<file path="src/rtl/coord_stack_pkg.sv">
// Shared types for the parametrised coordinate stack.
// Coordinate pair layout and the per-cycle operation decode.
package coord_stack_pkg;

  localparam int COORD_W_DEFAULT = 4;

  typedef struct packed {
    logic [COORD_W_DEFAULT-1:0] x;
    logic [COORD_W_DEFAULT-1:0] y;
  } coord_t;

  typedef enum logic [2:0] {
    OP_NONE,
    OP_PUSH,
    OP_POP,
    OP_REPLACE,
    OP_CLEAR
  } op_e;

endpackage

</file>
<file path="src/rtl/coord_stack_mem.sv">
// Entry storage for the coordinate stack.
// One write port, one combinational read port; contents are not reset.
module coord_stack_mem #(
  parameter int DEPTH = 16,
  parameter int W     = 8,
  parameter int AW    = 5
) (
  input  logic          clk,
  input  logic          we,
  input  logic [AW-1:0] waddr,
  input  logic [W-1:0]  wdata,
  input  logic [AW-1:0] raddr,
  output logic [W-1:0]  rdata
);

  localparam int IW = $clog2(DEPTH);

  logic [W-1:0]  mem [DEPTH];
  logic [IW-1:0] widx;
  logic [IW-1:0] ridx;

  assign widx = waddr[IW-1:0];
  assign ridx = raddr[IW-1:0];

  // Addresses at or beyond DEPTH never touch the array.
  always_ff @(posedge clk) begin
    if (we && (waddr < AW'(DEPTH))) begin
      mem[widx] <= wdata;
    end
  end

  assign rdata = (raddr < AW'(DEPTH)) ? mem[ridx] : '0;

endmodule

</file>
<file path="src/rtl/coord_stack_param.sv">
// Parametrised LIFO of (x,y) pairs with occupancy and error flags.
// The top entry is always visible on xOut/yOut.
module coord_stack_param
  import coord_stack_pkg::*;
#(
  parameter int COORD_W = COORD_W_DEFAULT,
  parameter int DEPTH   = 16,
  parameter int CNT_W   = $clog2(DEPTH+1)
) (
  input  logic               clk,
  input  logic               rst,
  input  logic               push,
  input  logic               pop,
  input  logic               clear,
  input  logic [COORD_W-1:0] xIn,
  input  logic [COORD_W-1:0] yIn,
  output logic [COORD_W-1:0] xOut,
  output logic [COORD_W-1:0] yOut,
  output logic [CNT_W-1:0]   count,
  output logic               empty,
  output logic               full,
  output logic               fail,
  output logic               ovf_err,
  output logic               udf_err
);

  typedef struct packed {
    logic [COORD_W-1:0] x;
    logic [COORD_W-1:0] y;
  } pair_t;

  logic [CNT_W-1:0] count_q, count_d;
  logic             fail_q, fail_d;
  logic             ovf_q, ovf_d;
  logic             udf_q, udf_d;

  op_e              op;
  logic             we;
  logic [CNT_W-1:0] waddr;
  logic [CNT_W-1:0] top_idx;
  pair_t            wdata;
  pair_t            rdata;
  logic             is_empty;
  logic             is_full;

  assign is_empty = (count_q == '0);
  assign is_full  = (count_q == CNT_W'(DEPTH));
  assign top_idx  = count_q - CNT_W'(1);
  assign wdata    = '{x: xIn, y: yIn};

  always_comb begin
    op = OP_NONE;
    priority case (1'b1)
      clear:        op = OP_CLEAR;
      push && pop:  op = is_empty ? OP_PUSH : OP_REPLACE;
      push:         op = OP_PUSH;
      pop:          op = OP_POP;
      default:      op = OP_NONE;
    endcase
  end

  always_comb begin
    count_d = count_q;
    fail_d  = 1'b0;
    ovf_d   = ovf_q;
    udf_d   = udf_q;
    we      = 1'b0;
    waddr   = count_q;
    unique case (op)
      OP_CLEAR: begin
        count_d = '0;
        ovf_d   = 1'b0;
        udf_d   = 1'b0;
      end
      OP_PUSH: begin
        if (is_full) begin
          fail_d = 1'b1;
          ovf_d  = 1'b1;
        end else begin
          we      = 1'b1;
          count_d = count_q + CNT_W'(1);
        end
      end
      OP_POP: begin
        if (is_empty) begin
          fail_d = 1'b1;
          udf_d  = 1'b1;
        end else begin
          count_d = top_idx;
        end
      end
      OP_REPLACE: begin
        we    = 1'b1;
        waddr = top_idx;
      end
      default: ;
    endcase
  end

  always_ff @(posedge clk or negedge rst) begin
    if (!rst) begin
      count_q <= '0;
      fail_q  <= 1'b0;
      ovf_q   <= 1'b0;
      udf_q   <= 1'b0;
    end else begin
      count_q <= count_d;
      fail_q  <= fail_d;
      ovf_q   <= ovf_d;
      udf_q   <= udf_d;
    end
  end

  coord_stack_mem #(
    .DEPTH (DEPTH),
    .W     (2*COORD_W),
    .AW    (CNT_W)
  ) u_mem (
    .clk   (clk),
    .we    (we),
    .waddr (waddr),
    .wdata (wdata),
    .raddr (top_idx),
    .rdata (rdata)
  );

  // Top is read straight from storage, so replace-top is coherent for free.
  assign xOut    = is_empty ? '0 : rdata.x;
  assign yOut    = is_empty ? '0 : rdata.y;
  assign count   = count_q;
  assign empty   = is_empty;
  assign full    = is_full;
  assign fail    = fail_q;
  assign ovf_err = ovf_q;
  assign udf_err = udf_q;

endmodule

</file>
<file path="config.mk">
export PLATFORM = sky130hd
export DESIGN_NAME = coord_stack_param
export DESIGN_NICKNAME = d
export VERILOG_FILES = /design/src/rtl/coord_stack_pkg.sv /design/src/rtl/coord_stack_mem.sv /design/src/rtl/coord_stack_param.sv
export SDC_FILE = /design/constraint.sdc
export NUM_CORES = 1
export LEC_CHECK = 0
export ABC_CLOCK_PERIOD_IN_PS = 2900
export CAP_MARGIN = 40
export CORE_ASPECT_RATIO = 1.5
export CORE_MARGIN = 4
export CORE_UTILIZATION = 54
export DETAILED_ROUTE_END_ITERATION = 8
export PLACE_DENSITY = 0.87
export SYNTH_ARGS = -nofsm -noshare
export SYNTH_HDL_FRONTEND = slang
export SYNTH_SLANG_ARGS = --single-unit
</file>
<file path="constraint.sdc">
create_clock -name clk -period 2.9 [get_ports clk]
set_input_delay 0.58 -clock clk [delete_from_list [all_inputs] [get_ports clk]]
set_output_delay 0.58 -clock clk [all_outputs]
set_load 0.05 [all_outputs]
</file>
==> results of run 1 <==
## worst max-delay path by stage
stage | start | endpoint | slack, ps | cells past startpoint
finish | count[0]$_DFFE_PN0P_ | yOut[3] | -330 | 10
global route | count[1]$_DFFE_PN0P_ | yOut[3] | -370 | 11
CTS | count[1]$_DFFE_PN0P_ | yOut[3] | -230 | 10
detailed placement | pop | u_mem.mem[13][4]$_DFFE_PP_ | 80 | 6
global placement | pop | u_mem.mem[13][4]$_DFFE_PP_ | 130 | 6
floorplan | count[0]$_DFFE_PN0P_ | yOut[2] | -180 | 10
## timing repair
item	4_1_cts	5_1_grt
endpoints found under the hold margin	0	0
cloned	4	1
resized for setup	20	40
setup endpoints to repair	8	41
pin swaps	10	19
hold buffers	0	0
setup buffers	7	14
## cells in the mapped netlist, drive strengths merged (6+ instances only)
library cell	number	area (um2)
nand2	42	158
nor3	12	60.1
a211oi	8	60.1
buf	18	124
edfxtp	128	3840
a21oi	6	30.0
a22oi	12	90.1
inv	7	26.3
mux4	16	360
clkbuf	8	31.3
nor2	8	30.0
mux2i	25	250
nand3	6	30.0
dfrtp	8	200
a32o	9	90.1
a32oi	7	61.3
## kinds of logic (layout without fill, tap and decap cells)
kind of cell             Yosys count  count (layout)
AO/OA/AOI/OAI                     68              68
XOR/XNOR                           5               5
adder cells (fa/ha/maj)            3               3
buffers and inverters             33             131
flip-flops                       136             136
multiplexers                      42              42
AND/OR/NAND/NOR                   89              89
## area by class of cell
class / instances / area, um2
sequential: 136 / 4050
fill: 545 / 2660
multi-input combinational: 207 / 2090
timing repair buffer: 92 / 1030
clock buffer: 19 / 433
tap: 144 / 180
clock inverter: 13 / 169
inverter: 7 / 31.3
## power by group through the flow
stage | combinational, mW | clock (mW) | sequential (mW)
2_1_floorplan | 2.92 | 0 | 2.45
3_3_place_gp | 4.57 | 0 | 2.36
3_5_place_dp | 4.67 | 0 | 2.37
4_1_cts | 5.41 | 2.21 | 2.33
5_1_grt | 6.26 | 2.33 | 2.36
6_report | 6.08 | 2.23 | 2.36
## state kept, by name (all words and copies together), names as in the netlist
register and cells:
fail 1, u_mem.mem 128, count 5, ovf_err 1, udf_err 1
## stage by stage
stage / power, mW / std cells
floorplan: 5.37 / 376
global placement: 6.93 / 563
detailed placement: 7.04 / 563
CTS: 9.96 / 606
global route: 11.0 / 618
finish: 10.7 / 618
## metal layers
| metal | up-vias | share of wire [%] | GRT usage [%] |
|---|---|---|---|
| met1 | 2062 | 33 | 31.6 |
| met4 | 0 | 4.4 | 10.4 |
| met3 | 70 | 8.6 | 5.26 |
| met2 | 334 | 54 | 45.2 |
| li1 | 1691 | - | - |
| met5 | - | 0 | 0 |
==> reports/results.ini, run 1 <==
[floorplan]
fp.dieH_um = 136
die_x_um = 93.3
die-area_um2 = 12700
core_um2 = 10600
ioPinCount = 31
start_util_pct = 55.4
num_rows = 46

[critical_path]
reg2reg_setup_slack_ps = -40
endpoint_kind = output pin
path_delay_family = buffers and inverters
worstPathArrival_ps = 2650
crit_path_max_fanout = 8
required_ps = 2320
r2r_cells = 7
critPathKind = reg2out
r2r_start = count[1]$_DFFE_PN0P_
cp_common_cell = buf_12
critPathBufInv = 5
start_kind = flip-flop
worst_r2r_endpoint = u_mem.mem[12][5]$_DFFE_PP_
crit_slowest_cell = dfrtp_2
worstPathCellList = inv_4 > ha_4 > xor2_4 > buf_6 > buf_16 > buf_12 > nand2_4 > a32oi_2 > a32o_2 > buf_12
slowest_delay_ps = 440

[yosys]
synth-seq-area-share_pct = 68.6
synth-seq-cells = 136
avgSynthCellArea_um2 = 15.7
synth_cells = 376
yosysWarnings = 0
synth-xor-area-share_pct = 0.870
synthFlopType = edfxtp_1
syn_area_um2 = 5900
synth_compound_area_share_pct = 9.10
muxShareOfSynthArea_pct = 10.5
synth_top_family_by_area = multiplexers
synth-edff-count = 128
ys_async_sr_fraction_pct = 5.88
yosys.area_share.simple_pct = 7.19
synth_cell_type_count = 51
syn-num-nets = 392
synth-adder-area-share_pct = 0.637

[clock_tree]
cts_htree_levels = 4
cts.sinks = 136
cts_buffer_depth = 2
clk_latency_ps = 430
cts_tree = done
clk_pin_slew_ps = 60
numCtsBuffers = 17
clock-root-buffer = clkbuf_16

[placed_design]
place_congestion = 0.908
placed_area_um2 = 6850
hpwl_um = 8920
place_ws_ps = 80.3
numPortBuffers = 30

[global_route]
grt-ovfl-total = 0
grt_max_degree = 19
grt_antenna_before_repair = 0
grt_pass1_vias = 4032
grt_usage_pct = 26.0
grt_pass1_wl_um = 23900

[sta]
timing.fmax_ghz = 0.310
min_period_ps = 3230
setup_viol = 40
fin_skew_ps = 14.4
fin_tns_setup_ps = -3060
fin_crit_sh_pct = 111
worst_slack_ps = -327
timing.hold.ws_ps = 449
tightest_slew_ps = 1030
hold_viol = 0
slew_viol_final = 0
relSlewSlack_pct = 30.3
rsz0062_at_grt = true

[pwr]
p_seq_share_pct = 22.1
switching_share_pct = 39.9
switchingPower_mw = 4.26
clkPwrFrac_pct = 20.9
vdd_drop_max_mv = 0.692
power_leakage_nw = 2.81
internal-power_mw = 6.41
p_per_area_nw_per_um2 = 1340
comb_power_share_pct = 57.0

[drt]
final_antenna_net_count = 0
wl_per_cell_um = 28.4
num_vias = 4157
drt_iter0_drc = 797
drc = 0
drt_pass1_iterations = 5
wl_um = 17500
avgViaCountPerCell = 6.73

[final_layout]
fin_area_um2 = 7990
final_common_cell = edfxtp_1
drive_gt1_share_pct = 39.5
area_delta_synth_final_pct = 35.5
n_antenna_cell = 0
nNetsFinal = 477
finish.utilization_pct = 75.0
layout_common_cells = edfxtp_1 (128), buf_4 (46), nand2_1 (40), clkdlybuf4s50_1 (20), clkbuf_16 (18)

[status]
status = finished, violations left
failed_checks = setup timing

[job]
cap_viol_max_count = 0

[worst_hold_path]
hold_class = in2async

Note: power is estimated with default switching activity, not from simulation.
==> inputs of run 2 (changes only) <==
Settings changed: CORE_UTILIZATION 54 to 56, CTS_BUF_LIST set to sky130_fd_sc_hd__clkbuf_4 sky130_fd_sc_hd__clkbuf_8, GPL_TIMING_DRIVEN set to 0, PLACE_DENSITY 0.87 to 0.89.
==> run 2 against run 1 <==
  * The run still ends with setup timing left
  * Fmax shrank 1.5%
  * Flip-flop and latch count is the same
  * Setup slack lost 48 ps
  * Via count grew 1.2%
  * Sequential share of layout area grew 0.064 points
  * Cell area shrank 0.16%
  * Critical path type unchanged
  * Critical endpoint is now yOut[0]
  * Largest cell class unchanged
==> reports/results.ini, run 2 (synthesis gave the netlist of run 1 again) <==
[final_layout]
finish.utilization_pct = 78.3  ; was 75.0%
area_delta_synth_final_pct = 35.3  ; was 35.5%
largest_reg_flops = 128  ; unchanged
fin_cells = 619  ; was 618
drive_gt1_share_pct = 42.3  ; was 39.5%
final_common_cell = edfxtp_1  ; unchanged
nNetsFinal = 482  ; was 477
n_antenna_cell = 0  ; unchanged
regMostFlops = u_mem.mem  ; unchanged
layout_common_cells = edfxtp_1 (128), nand2_1 (41), buf_4 (33), buf_12 (20)  ; was edfxtp_1 (128), buf_4 (46), nand2_1 (40), clkdlybuf4s50_1 (20), clkbuf_16 (18)

[placed_design]
hpwl_um = 8560  ; was 8920 um
place_congestion = 0.945  ; was 0.908
placed_cells = 545  ; was 563
numPortBuffers = 27  ; was 30

[status]
failed_checks = setup timing  ; unchanged
status = finished, violations left  ; unchanged

[drt]
drt_pass1_iterations = 8  ; was 5
drc = 0  ; unchanged
drt_iter0_drc = 701  ; was 797
wl_um = 17200  ; was 17500 um
wl_per_cell_um = 27.8  ; was 28.4 um
avgViaCountPerCell = 6.79  ; was 6.73
final_antenna_net_count = 0  ; unchanged
num_vias = 4205  ; was 4157

[clock_tree]
clock-root-buffer = clkbuf_8  ; was clkbuf_16
numCtsBuffers = 17  ; unchanged
cts_htree_levels = 4  ; unchanged
cts_tree = done  ; unchanged
clk_latency_ps = 450  ; was 430 ps
cts_buffer_depth = 2  ; unchanged
clk_pin_slew_ps = 70  ; was 60 ps
cts.sinks = 136  ; unchanged

[sta]
fin_crit_sh_pct = 113  ; was 111%
worst_slack_ps = -375  ; was -327 ps
hold_viol = 0  ; unchanged
rsz0062_at_grt = true  ; unchanged
timing.fmax_ghz = 0.305  ; was 0.310 GHz
slew_viol_final = 0  ; unchanged
relSlewSlack_pct = 52.5  ; was 30.3%
fin_skew_ps = 13.1  ; was 14.4 ps
tightest_slew_ps = 711  ; was 1030 ps
setup_viol = 77  ; was 40
min_period_ps = 3280  ; was 3230 ps

[floorplan]
die-area_um2 = 12300  ; was 12700 um2
die_x_um = 91.8  ; was 93.3 um
fp.dieH_um = 134  ; was 136 um
num_rows = 45  ; was 46
core_um2 = 10200  ; was 10600 um2
start_util_pct = 57.9  ; was 55.4%
ioPinCount = 31  ; unchanged

[worst_hold_path]
hold_class = in2reg  ; was in2async

[pwr]
power_leakage_nw = 2.79  ; was 2.81 nW
vdd_drop_max_mv = 0.761  ; was 0.692 mV
p_per_area_nw_per_um2 = 1260  ; was 1340 nW/um2

[job]
cap_viol_max_count = 0  ; unchanged

[critical_path]
start_kind = flip-flop  ; unchanged
worstPathCellList = buf_4 > buf_4 > nor3_2 > xor2_2 > and3_2 > a32o_2 > buf_8  ; was inv_4 > ha_4 > xor2_4 > buf_6 > buf_16 > buf_12 > nand2_4 > a32oi_2 > a32o_2 > buf_12
cp_common_cell = buf_4  ; was buf_12
critPathKind = reg2out  ; unchanged
path_delay_family = simple AND/OR/NAND/NOR gates  ; was buffers and inverters
endpoint_kind = output pin  ; unchanged
crit_slowest_cell = dfrtp_2  ; unchanged
required_ps = 2320  ; about the same
slowest_delay_ps = 460  ; was 440 ps
worstPathArrival_ps = 2700  ; was 2650 ps
critPathBufInv = 3  ; was 5
crit_path_max_fanout = 7  ; was 8

[global_route]
grt-ovfl-total = 0  ; unchanged
grt_pass1_wl_um = 25100  ; was 23900 um
grt_max_degree = 17  ; was 19
grt_pass1_vias = 4218  ; was 4032
grt_usage_pct = 28.1  ; was 26.0%
grt_antenna_before_repair = 0  ; unchanged

## run 2: cell count changes in the layout (fill, tap and decap cells not counted), sizes merged
cell and change:
clkinv +1, clkbuf +3, bufinv +1, inv -2, clkdlybuf4s50 -3, buf +4
## run 2: metal layers
layer | up-vias | global-route usage (%) | share of wire, %
li1 | 1697 | - | -
met1 | 2088 | 33.2 | 35
met2 | 325 | 47.6 | 51
met3 | 95 | 7.40 | 7.7
met4 | 0 | 13.6 | 6.1
met5 | - | 0 | 0
## run 2: through the flow
step	instance area [um2]	hold slack [ps]	setup WS, ps	TNS [ps]	power, mW
after global placement	6580	478	-853	-61890	6.39
after global routing	7980	338	-437	-11910	10.3
final	7980	343	-375	-7430	10.0
after CTS	7740	314	-408	-16680	9.35
after detailed placement	6590	505	-881	-67120	6.48
after floorplan	6130	284	-183	-14870	5.37
## run 2: worst reg2reg max path, delay by kind of cell, from the launching register on
family          cells  cell delay [ps]
compound gates      3             1170
fa+ha+maj           1              150
simple gates        1              360
flops               1              440
buf+inv             5              660
## run 2: path summary, 6_finish.rpt
kind / start / to / slack [ps] / cells past startpoint
worst min register to register: udf_err$_DFFE_PN0P_ / udf_err$_DFFE_PN0P_ / 520 / 1
min in group asynchronous: rst / udf_err$_DFFE_PN0P_ / 420 / 1
worst max-delay path: count[1]$_DFFE_PN0P_ / yOut[0] / -380 / 7
worst min-delay path: clear / ovf_err$_DFFE_PN0P_ / 340 / 2
worst max register to register: count[0]$_DFFE_PN0P_ / u_mem.mem[10][5]$_DFFE_PP_ / -160 / 10
max in group asynchronous: rst / count[0]$_DFFE_PN0P_ / 2190 / 1
## run 2: area by class of cell
cell class,instances,area (um2)
inverters,7,41.3
plain buffers,19,204
clock buffers,18,241
clock inverters,13,194
flip-flops and latches,136,4050
multi-input cells,207,2180
repair buffers,78,892
well taps,141,176
fillers,522,2210
## run 2: where the power goes
part,switching (mW),total [mW],internal (mW)
sequential,0.0601,2.32,2.26
combinational,3.39,5.97,2.59
clock,0.774,1.73,0.953
## run 2: repair_timing
action                                  4_1_cts  5_1_grt
hold buffers                                  0        0
endpoints found under the setup margin      138      138
setup buffers                                41       10
resized for setup                           130       36
pin swaps                                    27       16
